==> config.mk <==
export PLATFORM = sky130hd
export DESIGN_NAME = usb2_ep_router
export DESIGN_NICKNAME = d
export VERILOG_FILES = /design/src/rtl/usb2_pkg.sv /design/src/rtl/usb2_ep_handshake.sv /design/src/rtl/usb2_ep_router.sv
export SDC_FILE = /design/constraint.sdc
export NUM_CORES = 1
export LEC_CHECK = 0
export ABC_AREA = 1
export CORE_AREA = 4 4 173 175
export DETAILED_ROUTE_END_ITERATION = 6
export DIE_AREA = 0 0 177 179
export GPL_TIMING_DRIVEN = 0
export PLACE_DENSITY = 0.44
export SETUP_SLACK_MARGIN = 0.2
export SYNTH_ARGS = -nofsm -noshare
export SYNTH_HDL_FRONTEND = slang
export SYNTH_HIERARCHICAL = 1
export SYNTH_SLANG_ARGS = --single-unit
==> constraint.sdc <==
create_clock -name phy_clk -period 4.1 [get_ports phy_clk]
set_input_delay 1.025 -clock phy_clk [delete_from_list [all_inputs] [get_ports phy_clk]]
set_output_delay 1.025 -clock phy_clk [all_outputs]
set_load 0.01 [all_outputs]
==> src/rtl/usb2_pkg.sv <==
// Shared constants for the USB 2.0 endpoint router: endpoint transfer modes,
// handshake FSM state encoding and the default five-endpoint mode table.
package usb2_pkg;

  localparam logic [1:0] EP_MODE_CONTROL   = 2'd0;
  localparam logic [1:0] EP_MODE_ISOCH     = 2'd1;
  localparam logic [1:0] EP_MODE_BULK      = 2'd2;
  localparam logic [1:0] EP_MODE_INTERRUPT = 2'd3;

  localparam int DEF_NUM_EP = 5;

  // EP0 occupies the least-significant pair.
  localparam logic [2*DEF_NUM_EP-1:0] EP_MODES_DEFAULT =
    {EP_MODE_BULK, EP_MODE_ISOCH, EP_MODE_BULK, EP_MODE_BULK, EP_MODE_CONTROL};

  typedef enum logic [1:0] {
    HS_IDLE      = 2'd0,
    HS_WAIT_CACK = 2'd1,
    HS_WAIT_AACK = 2'd2
  } hs_state_t;

endpackage

==> src/rtl/usb2_ep_handshake.sv <==
// Single outstanding commit/arm request: holds the request level until the
// endpoint acks or the timeout expires, and flags requests to unusable endpoints.
module usb2_ep_handshake
  import usb2_pkg::*;
#(
  parameter int TIMEOUT = 1023
) (
  input  logic phy_clk,
  input  logic reset_n,
  input  logic commit,
  input  logic arm,
  input  logic ep_ok,
  input  logic ep_commit_ack,
  input  logic ep_arm_ack,
  output logic busy,
  output logic lock,
  output logic req_commit,
  output logic req_arm,
  output logic commit_ack,
  output logic arm_ack,
  output logic err_timeout,
  output logic err_halted
);

  localparam int CNT_W = (TIMEOUT < 2) ? 1 : $clog2(TIMEOUT + 1);
  localparam logic [CNT_W-1:0] TMO = CNT_W'(TIMEOUT);

  hs_state_t        state;
  logic [CNT_W-1:0] cnt;

  assign busy = (state != HS_IDLE);
  // The selection must also freeze on the edge that accepts a new request.
  assign lock = busy | ((commit | arm) & ep_ok);

  always_ff @(posedge phy_clk) begin
    if (!reset_n) begin
      state       <= HS_IDLE;
      cnt         <= '0;
      req_commit  <= 1'b0;
      req_arm     <= 1'b0;
      commit_ack  <= 1'b0;
      arm_ack     <= 1'b0;
      err_timeout <= 1'b0;
      err_halted  <= 1'b0;
    end else begin
      commit_ack  <= 1'b0;
      arm_ack     <= 1'b0;
      err_timeout <= 1'b0;
      err_halted  <= 1'b0;
      case (state)
        HS_IDLE: begin
          cnt <= '0;
          if (commit && ep_ok) begin
            state      <= HS_WAIT_CACK;
            req_commit <= 1'b1;
          end else if (arm && ep_ok) begin
            state   <= HS_WAIT_AACK;
            req_arm <= 1'b1;
          end else if (commit || arm) begin
            err_halted <= 1'b1;
          end
        end
        HS_WAIT_CACK: begin
          if (ep_commit_ack) begin
            req_commit <= 1'b0;
            commit_ack <= 1'b1;
            state      <= HS_IDLE;
            cnt        <= '0;
          end else if (cnt == TMO) begin
            req_commit  <= 1'b0;
            err_timeout <= 1'b1;
            state       <= HS_IDLE;
            cnt         <= '0;
          end else begin
            cnt <= cnt + 1'b1;
          end
        end
        HS_WAIT_AACK: begin
          if (ep_arm_ack) begin
            req_arm <= 1'b0;
            arm_ack <= 1'b1;
            state   <= HS_IDLE;
            cnt     <= '0;
          end else if (cnt == TMO) begin
            req_arm     <= 1'b0;
            err_timeout <= 1'b1;
            state       <= HS_IDLE;
            cnt         <= '0;
          end else begin
            cnt <= cnt + 1'b1;
          end
        end
        default: begin
          state      <= HS_IDLE;
          req_commit <= 1'b0;
          req_arm    <= 1'b0;
          cnt        <= '0;
        end
      endcase
    end
  end

endmodule

==> src/rtl/usb2_ep_router.sv <==
// Routes the packet-layer buffer bus to one of NUM_EP endpoints with a registered
// select, per-endpoint halt and a locked handshake. Optional USB2_EP_ROUTER_STATS_EN adds ack counters.
module usb2_ep_router
  import usb2_pkg::*;
#(
  parameter int                    NUM_EP   = 5,
  parameter int                    EP_W     = 4,
  parameter logic [2*NUM_EP-1:0]   EP_MODES = EP_MODES_DEFAULT,
  parameter int                    TIMEOUT  = 1023
) (
  input  logic                   phy_clk,
  input  logic                   reset_n,
`ifdef USB2_EP_ROUTER_STATS_EN
  input  logic [EP_W-1:0]        stat_sel,
  output logic [15:0]            stat_count,
`endif
  input  logic [EP_W-1:0]        sel_endp,
  input  logic [10:0]            buf_in_addr,
  input  logic [7:0]             buf_in_data,
  input  logic                   buf_in_wren,
  input  logic                   buf_in_commit,
  input  logic [10:0]            buf_in_commit_len,
  output logic                   buf_in_ready,
  output logic                   buf_in_commit_ack,
  input  logic [10:0]            buf_out_addr,
  input  logic                   buf_out_arm,
  output logic [7:0]             buf_out_q,
  output logic [10:0]            buf_out_len,
  output logic                   buf_out_hasdata,
  output logic                   buf_out_arm_ack,
  input  logic                   data_toggle_act,
  output logic [1:0]             data_toggle,
  output logic [1:0]             endp_mode,
  output logic [11*NUM_EP-1:0]   ep_buf_in_addr,
  output logic [8*NUM_EP-1:0]    ep_buf_in_data,
  output logic [NUM_EP-1:0]      ep_buf_in_wren,
  output logic [NUM_EP-1:0]      ep_buf_in_commit,
  output logic [11*NUM_EP-1:0]   ep_buf_in_commit_len,
  input  logic [NUM_EP-1:0]      ep_buf_in_ready,
  input  logic [NUM_EP-1:0]      ep_buf_in_commit_ack,
  output logic [11*NUM_EP-1:0]   ep_buf_out_addr,
  output logic [NUM_EP-1:0]      ep_buf_out_arm,
  input  logic [NUM_EP-1:0]      ep_buf_out_arm_ack,
  input  logic [8*NUM_EP-1:0]    ep_buf_out_q,
  input  logic [11*NUM_EP-1:0]   ep_buf_out_len,
  input  logic [NUM_EP-1:0]      ep_buf_out_hasdata,
  output logic [NUM_EP-1:0]      ep_data_toggle_act,
  input  logic [2*NUM_EP-1:0]    ep_data_toggle,
  input  logic [NUM_EP-1:0]      halt_set,
  input  logic [NUM_EP-1:0]      halt_clr,
  output logic [NUM_EP-1:0]      ep_halted,
  output logic                   err_timeout,
  output logic                   err_halted
);

  localparam logic [EP_W:0] NUM_EP_CMP = (EP_W + 1)'(NUM_EP);

  logic [EP_W-1:0]   sel_q;
  logic              valid_q;
  logic [NUM_EP-1:0] halt;
  logic [NUM_EP-1:0] sel_oh;
  logic              sel_halt;
  logic              hs_busy;
  logic              hs_lock;
  logic              req_commit;
  logic              req_arm;
  logic [10:0]       len_q;

  always_ff @(posedge phy_clk) begin
    if (!reset_n) begin
      sel_q   <= '0;
      valid_q <= 1'b0;
    end else if (!hs_lock) begin
      sel_q   <= sel_endp;
      valid_q <= ({1'b0, sel_endp} < NUM_EP_CMP);
    end
  end

  // Set has priority over clear.
  always_ff @(posedge phy_clk) begin
    if (!reset_n) halt <= '0;
    else          halt <= (halt & ~halt_clr) | halt_set;
  end

  assign ep_halted = halt;

  always_ff @(posedge phy_clk) begin
    if (!hs_busy && buf_in_commit) len_q <= buf_in_commit_len;
  end

  always_comb begin
    sel_oh = '0;
    for (int i = 0; i < NUM_EP; i++) sel_oh[i] = valid_q && (sel_q == EP_W'(i));
  end

  assign sel_halt = |(sel_oh & halt);

  usb2_ep_handshake #(
    .TIMEOUT (TIMEOUT)
  ) u_hs (
    .phy_clk       (phy_clk),
    .reset_n       (reset_n),
    .commit        (buf_in_commit),
    .arm           (buf_out_arm),
    .ep_ok         (valid_q & ~sel_halt),
    .ep_commit_ack (|(sel_oh & ep_buf_in_commit_ack)),
    .ep_arm_ack    (|(sel_oh & ep_buf_out_arm_ack)),
    .busy          (hs_busy),
    .lock          (hs_lock),
    .req_commit    (req_commit),
    .req_arm       (req_arm),
    .commit_ack    (buf_in_commit_ack),
    .arm_ack       (buf_out_arm_ack),
    .err_timeout   (err_timeout),
    .err_halted    (err_halted)
  );

  always_comb begin
    ep_buf_in_addr       = '0;
    ep_buf_in_data       = '0;
    ep_buf_in_wren       = '0;
    ep_buf_in_commit     = '0;
    ep_buf_in_commit_len = '0;
    ep_buf_out_addr      = '0;
    ep_buf_out_arm       = '0;
    ep_data_toggle_act   = '0;
    for (int i = 0; i < NUM_EP; i++) begin
      if (sel_oh[i]) begin
        ep_buf_in_addr[11*i +: 11]       = buf_in_addr;
        ep_buf_in_data[8*i +: 8]         = buf_in_data;
        ep_buf_in_wren[i]                = buf_in_wren & ~halt[i];
        ep_buf_in_commit[i]              = req_commit;
        ep_buf_in_commit_len[11*i +: 11] = req_commit ? len_q : 11'd0;
        ep_buf_out_addr[11*i +: 11]      = buf_out_addr;
        ep_buf_out_arm[i]                = req_arm;
        ep_data_toggle_act[i]            = data_toggle_act;
      end
    end
  end

  always_comb begin
    buf_out_q       = '0;
    buf_out_len     = '0;
    buf_out_hasdata = 1'b0;
    buf_in_ready    = 1'b0;
    data_toggle     = '0;
    endp_mode       = EP_MODE_CONTROL;
    for (int i = 0; i < NUM_EP; i++) begin
      if (sel_oh[i]) begin
        buf_out_q       = ep_buf_out_q[8*i +: 8];
        buf_out_len     = ep_buf_out_len[11*i +: 11];
        buf_out_hasdata = ep_buf_out_hasdata[i];
        buf_in_ready    = ep_buf_in_ready[i];
        data_toggle     = ep_data_toggle[2*i +: 2];
        endp_mode       = EP_MODES[2*i +: 2];
      end
    end
    // A halted endpoint must look empty and not ready to the packet layer.
    if (sel_halt) begin
      buf_out_hasdata = 1'b0;
      buf_in_ready    = 1'b0;
    end
  end

`ifdef USB2_EP_ROUTER_STATS_EN
  logic [15:0] stat_cnt [NUM_EP];
  logic        ack_evt;

  // The select is still frozen during the ack pulse cycle, so sel_oh names the acked endpoint.
  assign ack_evt = buf_in_commit_ack | buf_out_arm_ack;

  always_ff @(posedge phy_clk) begin
    if (!reset_n) begin
      for (int i = 0; i < NUM_EP; i++) stat_cnt[i] <= '0;
      stat_count <= '0;
    end else begin
      for (int i = 0; i < NUM_EP; i++) begin
        if (ack_evt && sel_oh[i] && (stat_cnt[i] != 16'hFFFF)) stat_cnt[i] <= stat_cnt[i] + 16'd1;
      end
      stat_count <= '0;
      for (int i = 0; i < NUM_EP; i++) begin
        if (stat_sel == EP_W'(i)) stat_count <= stat_cnt[i];
      end
    end
  end
`endif

endmodule
# Yosys cells after proc, flatten, opt, wreduce, memory -nomap -nowiden
# Index checks and enable logic that the tools add are counted.
dict set report word_totals {
  regBits 39
  input_bits 186
  word_cells 170
}
dict set report op_classes {
  add_sub_neg 1
  magnitude_cmp 1
  eq_ne 13
  mux 97
  bitwise 25
  n_reduce_logical 21
}
# cell n
set op_table {}
lappend op_table {{$mux W11} 21}
lappend op_table {{$mux W8} 10}
lappend op_table {{$mux W1} 44}
lappend op_table {{$mux W10} 3}
lappend op_table {{$mux W2} 14}
lappend op_table {{$and A5 B5 Y5} 4}
lappend op_table {{$pmux W10 S2} 1}
lappend op_table {{$reduce_or A5 Y1} 3}
lappend op_table {{$add A10 B1 Y10 const B} 1}
lappend op_table {{$eq A10 B10 Y1 const B} 1}
lappend op_table {{$not A1 Y1} 10}
lappend op_table {{$ne A3 B1 Y1 const B} 3}
lappend op_table {{$eq A4 B2 Y1 const B} 2}
lappend op_table {{$logic_and A1 B1 Y1} 8}
lappend op_table {{$and A1 B1 Y1} 7}
lappend op_table {{$pmux W1 S3} 2}
lappend op_table {{$pmux W2 S3} 1}
lappend op_table {{$not A5 Y5} 1}
lappend op_table {{$or A5 B5 Y5} 1}
lappend op_table {{$eq A4 B1 Y1 const B} 1}
lappend op_table {{$eq A4 B3 Y1 const B} 1}
lappend op_table {{$logic_not A4 Y1} 1}
lappend op_table {{$lt A4 B3 Y1 const B} 1}
lappend op_table {{$ne A2 B1 Y1 const B} 2}
lappend op_table {{13 further kinds} 15}

# Logic depth before layout (Yosys ltp)
# Gate-level depths: netlist of run 1.
dict set report depth {
  word_depth 10
  ltp_mapped 15
  ltp_nobuf 13
}

# Modules after synthesis
# The synthesis of run 1 kept the hierarchy.
# mod n_inst cells_each area_each_um2 seq_area_each_um2
set modules_own_cells {}
lappend modules_own_cells {usb2_ep_router 1 588 2957.8 530.5}
lappend modules_own_cells {usb2_ep_handshake 1 120 959.7 360.3}

# Worst setup path before layout of run 1
# Ideal clock, no wire load.
dict set report synth_path {
  kind {input-to-output}
  from {input port ep_buf_in_ready[4]}
  to {output port buf_in_ready}
  arrival_ns 1.434
  required_time_ns 3.075
  path_slack_ns 1.641
  cell_stages 3
  path_buffers 0
  cell_sequence {or2_2 > nand3_1 > nor2_1}
}
dict set report synth_between {
  elab_chain_len 2
}
# item line_no
set synth_rtl {}
lappend synth_rtl {{from (decl)} usb2_ep_router.sv:39} ;# input logic [NUM_EP-1:0] ep_buf_in_ready,
lappend synth_rtl {{$mux W1} usb2_ep_router.sv:149} ;# if (sel_oh[i]) begin
lappend synth_rtl {{$mux W1} usb2_ep_router.sv:159} ;# if (sel_halt) begin
lappend synth_rtl {{to (decl)} usb2_ep_router.sv:23} ;# output logic buf_in_ready,
# Every way passes these cells.

# Worst setup path in the final report of run 1
dict set report layout_path {
  from {register sel_q[0]}
  to {output port buf_out_len[5]}
}
dict set report layout_between {
  elab_chain_len 7
  word_cells_on_any_way 15
  cone_classes {4 x eq/ne; 5 x mux; 6 x reduce/logical}
}
# item line_no
set layout_rtl {}
lappend layout_rtl {{from (decl)} usb2_ep_router.sv:58} ;# logic [EP_W-1:0] sel_q;
lappend layout_rtl {{from (signal assigned)} usb2_ep_router.sv:74} ;# sel_q <= sel_endp;
lappend layout_rtl {{$logic_not A4 Y1} usb2_ep_router.sv:93} ;# for (int i = 0; i < NUM_EP; i++) sel_oh[i] = valid_q && (sel_q == EP_W'(i));
lappend layout_rtl {{$logic_and A1 B1 Y1} usb2_ep_router.sv:93}
lappend layout_rtl {{$mux W11 (4 in a row)} usb2_ep_router.sv:149}
lappend layout_rtl {{$mux W11 *} usb2_ep_router.sv:149}
lappend layout_rtl {{to (decl)} usb2_ep_router.sv:28} ;# output logic [10:0] buf_out_len,
# Mark *: on every way between the ends. The rest lies on a longest branch, timed or not.

==> key figures, run 1 <==
GRT
  • Grt ovf: 0
  • Number of global-route vias before repair: between 5000 and 6000
  • Initial antenna violation count: 3
  • Pin count of the biggest net entering global routing: 15
  • First-pass GRT wire length: ~38 mm
  • GRT Resource Usage Total: between 10% and 20%

Clocking
  • Post_cts resized: 0
  • Post-CTS setup buffer count: 0
  • CTS tree: done
  • H-tree depth: 2
  • TritonCTS Buffers: 5
  • Clock-pin slew on the worst setup and hold paths: around 0.070 ns
  • Cts hold-fix bufs: 0
  • CTS root buffer: clkbuf_16
  • Clock sinks: 39
  • Clk_lat worst skew: between 0.2 and 0.3 ns
  • Max clock buf depth: 2

Synth
  • Yosys top cell by area: nor2_1
  • Asr flop ratio synth: 0%
  • Cell variety after synth: 34
  • Yosys top cell area share: between 20% and 30%
  • Synth Register Bits: 39
  • Cells after Synth: between 700 and 800
  • Synth top area cells: nor2_1 23%, nand2_1 15%, dfxtp_1 14%
  • Post-synth top flop: dfxtp_1
  • Syn nets: ~900
  • Post-synth EDFFs: 11
  • Syn Area/Cell: approximately 5.5 um^2
  • Yosys warns: 6
  • Most common cell in the netlist: nor2_1
  • Commonest cells in the netlist: 243 x nor2_1, 153 x nand2_1, 86 x inv_1
  • Sequential element share of the synthesized area: a little under a quarter
  • Mapped Area: roughly 3900 um^2

Die
  • I/O pin count: 445
  • Num rows: 62
  • Die Span Y: about 180 um
  • Die footprint: around 32000 um^2
  • Die W: 177 um
  • Initial Util: between 10 and 15%
  • Core ar.: about 28000 um^2

Place
  • Detailed-placement wirelength estimate: 23.7 mm
  • GPL Wtd Cong: 0.838
  • IO buf count: around 440
  • DP Worst Slack: between 0.5 and 0.6 ns

STA
  • Crit share post-route: between 80% and 90%
  • Final Skew: around 0.010 ns
  • Slew headroom: between 30% and 40%
  • Fmax achieved: 0.276 GHz
  • Period minus WS final: 3.63 ns
  • Setup TNS: 0 ns
  • Worst Tran Pin Value: 0.997 ns
  • Hold violation total from the final report: 0
  • Slew Limit Fails: 0
  • Setup WS post-layout: 0.475 ns
  • Final setup violation count: 0
  • RSZ-0062 raised after global routing: no

Hold path
  • Hold Path Class: reg -> reg

Critical path
  • Critical-path cell list: nor2_2, nand3_2, inv_2, buf_4, nand2_1, nand3_1, nand3b_1, clkdlybuf4s50_1
  • Worst setup SP type: flip-flop
  • Critical path class: reg -> out
  • Crit path buffers/inverters: 3
  • Critical Path RT: approximately 3.1 ns
  • Crit path max-delay family: buffers and inverters
  • CP max stage cell: clkdlybuf4s50_1
  • CP max FO: 10
  • CP Capture Type: output port
  • Crit path arrival time: around 2.6 ns
  • CP peak stage delay: between 0.5 and 0.6 ns

Pwr
  • Pwr/cell area: 204 nW/um^2
  • LEAKAGE: between 3 and 4 nW
  • Power Total: about 0.0018 W
  • Largest vdd supply drop: between 150 and 200 uV

Route
  • Post-DR wirelength/cell: between 15 and 20 um
  • DRT antenna net count: 0
  • Drt drc: 0
  • Vias per std cell: roughly 4
  • DR iter-0 viols: ~300
  • Final WL: 27.9 mm
  • TritonRoute pass-1 iters: 4
  • Vias: around 6000

Final layout
  • Final Util: 31.7%
  • Nets: approximately 1400
  • Fraction of layout cells with a size suffix above 1: 7.24%
  • P&R area growth vs syn: 130%
  • Fillcell total: ~3200

Job
  • Maxcap violations: 0

Outcome
  • Outcome: complete, no violations
## cell families (layout without fill, tap and decap cells)
kind of cell | count (synthesis) | count (layout) | share of synthesized area (%)
buf+inv | 134 | 586 | 14.2
fa+ha+maj | 5 | 5 | 1.60
simple gates | 504 | 504 | 57.0
other cells | 0 | 2 | 0
xor+xnor | 4 | 4 | 0.894
flops | 39 | 39 | 22.7
compound gates | 22 | 22 | 3.55
## area by class of cell
| type | instances | area, um^2 | area share [%] |
|---|---|---|---|
| timing repair buffer | 444 | 4440 | 49.3 |
| multi-input combinational | 535 | 2470 | 27.4 |
| sequential | 39 | 891 | 9.88 |
| tap | 384 | 480 | 5.33 |
| inverter | 98 | 369 | 4.09 |
| buffer | 36 | 186 | 2.07 |
| clock buffer | 5 | 125 | 1.39 |
| clock inverter | 3 | 47.5 | 0.527 |
| antenna | 2 | 5.00 | 0.0555 |
## sequential cells by signal, indices dropped and copies added, names as in the netlist
signal and count:
u_hs/commit_ack 1, u_hs/req_arm 1, u_hs/err_halted 1, u_hs/arm_ack 1, u_hs/req_commit 1, sel_q 4
u_hs/err_timeout 1, u_hs/cnt 10, ep_halted 5, len_q 11, u_hs/state 2, valid_q 1
## final timing paths
check	depth (start not counted)	startpoint	endpoint	slack, ns
min	1	u_hs/cnt[0]	u_hs/cnt[0]	0.46
max	8	sel_q[0]	buf_out_len[5]	0.47
max reg2reg	13	sel_q[1]	valid_q	1.35
min reg2reg	1	u_hs/cnt[0]	u_hs/cnt[0]	0.46
## power breakdown
group / internal, W / switching, W
Combinational: 0.000413 / 0.000471
Clock: 0.000291 / 0.000177
Sequential: 0.000448 / 0.0000445
## per-stage QoR
step,hold WS [ns],cell area (um^2),instances
5_1_grt,0.481,9020,1546
3_3_place_gp,0.443,8840,1536
6_report,0.461,9020,1546
4_1_cts,0.463,9010,1544
2_1_floorplan,0.427,3920,708
3_5_place_dp,0.448,8840,1536
## layout by cell type (no fill, tap or decap), types with 5 or more instances in the layout
master and n:
nand4_1 31, nand2_1 153, inv_1 86, nor2_2 13
clkdlybuf4s50_1 444, nor2_4 6, dfxtp_1 28, a21oi_1 12
clkbuf_16 5, clkbuf_1 5, edfxtp_1 11, nor2_1 243
inv_2 11, nor3_1 6, ha_1 5, buf_2 23
nand3_1 24, nand3b_1 13
## layer usage
layer  global-route usage (%)  share of wire, %
met1                     18.1                38
met2                     31.3                54
met5                        0             0.039
met4                     3.06               1.8
met3                     3.33               6.7
Note: power is estimated with default switching activity, not from simulation.
==> run 2, diff against run 1 <==
--- a/config.mk
+++ b/config.mk
@@ -7,6 +7,7 @@
 export LEC_CHECK = 0
 export ABC_AREA = 1
 export CORE_AREA = 4 4 173 175
+export CTS_CLUSTER_SIZE = 16
 export DETAILED_ROUTE_END_ITERATION = 6
 export DIE_AREA = 0 0 177 179
 export GPL_TIMING_DRIVEN = 0
==> results of run 2 <==
Same layout as run 1: the final DEF is identical, and so are final timing and power.
==> run 3, diff against run 2 <==
==> constraint.sdc (replaced) <==
create_clock -name phy_clk -period 4.1 [get_ports phy_clk]
set_input_delay 0.82 -clock phy_clk [delete_from_list [all_inputs] [get_ports phy_clk]]
set_output_delay 0.82 -clock phy_clk [all_outputs]
set_load 0.01 [all_outputs]
==> results of run 3 <==
Same layout as run 1 (identical final DEF). Status: complete, no violations.
Among the figures that moved: setup slack after placement 0.549 ns -> 0.938 ns; setup slack after layout 0.475 ns -> 0.680 ns
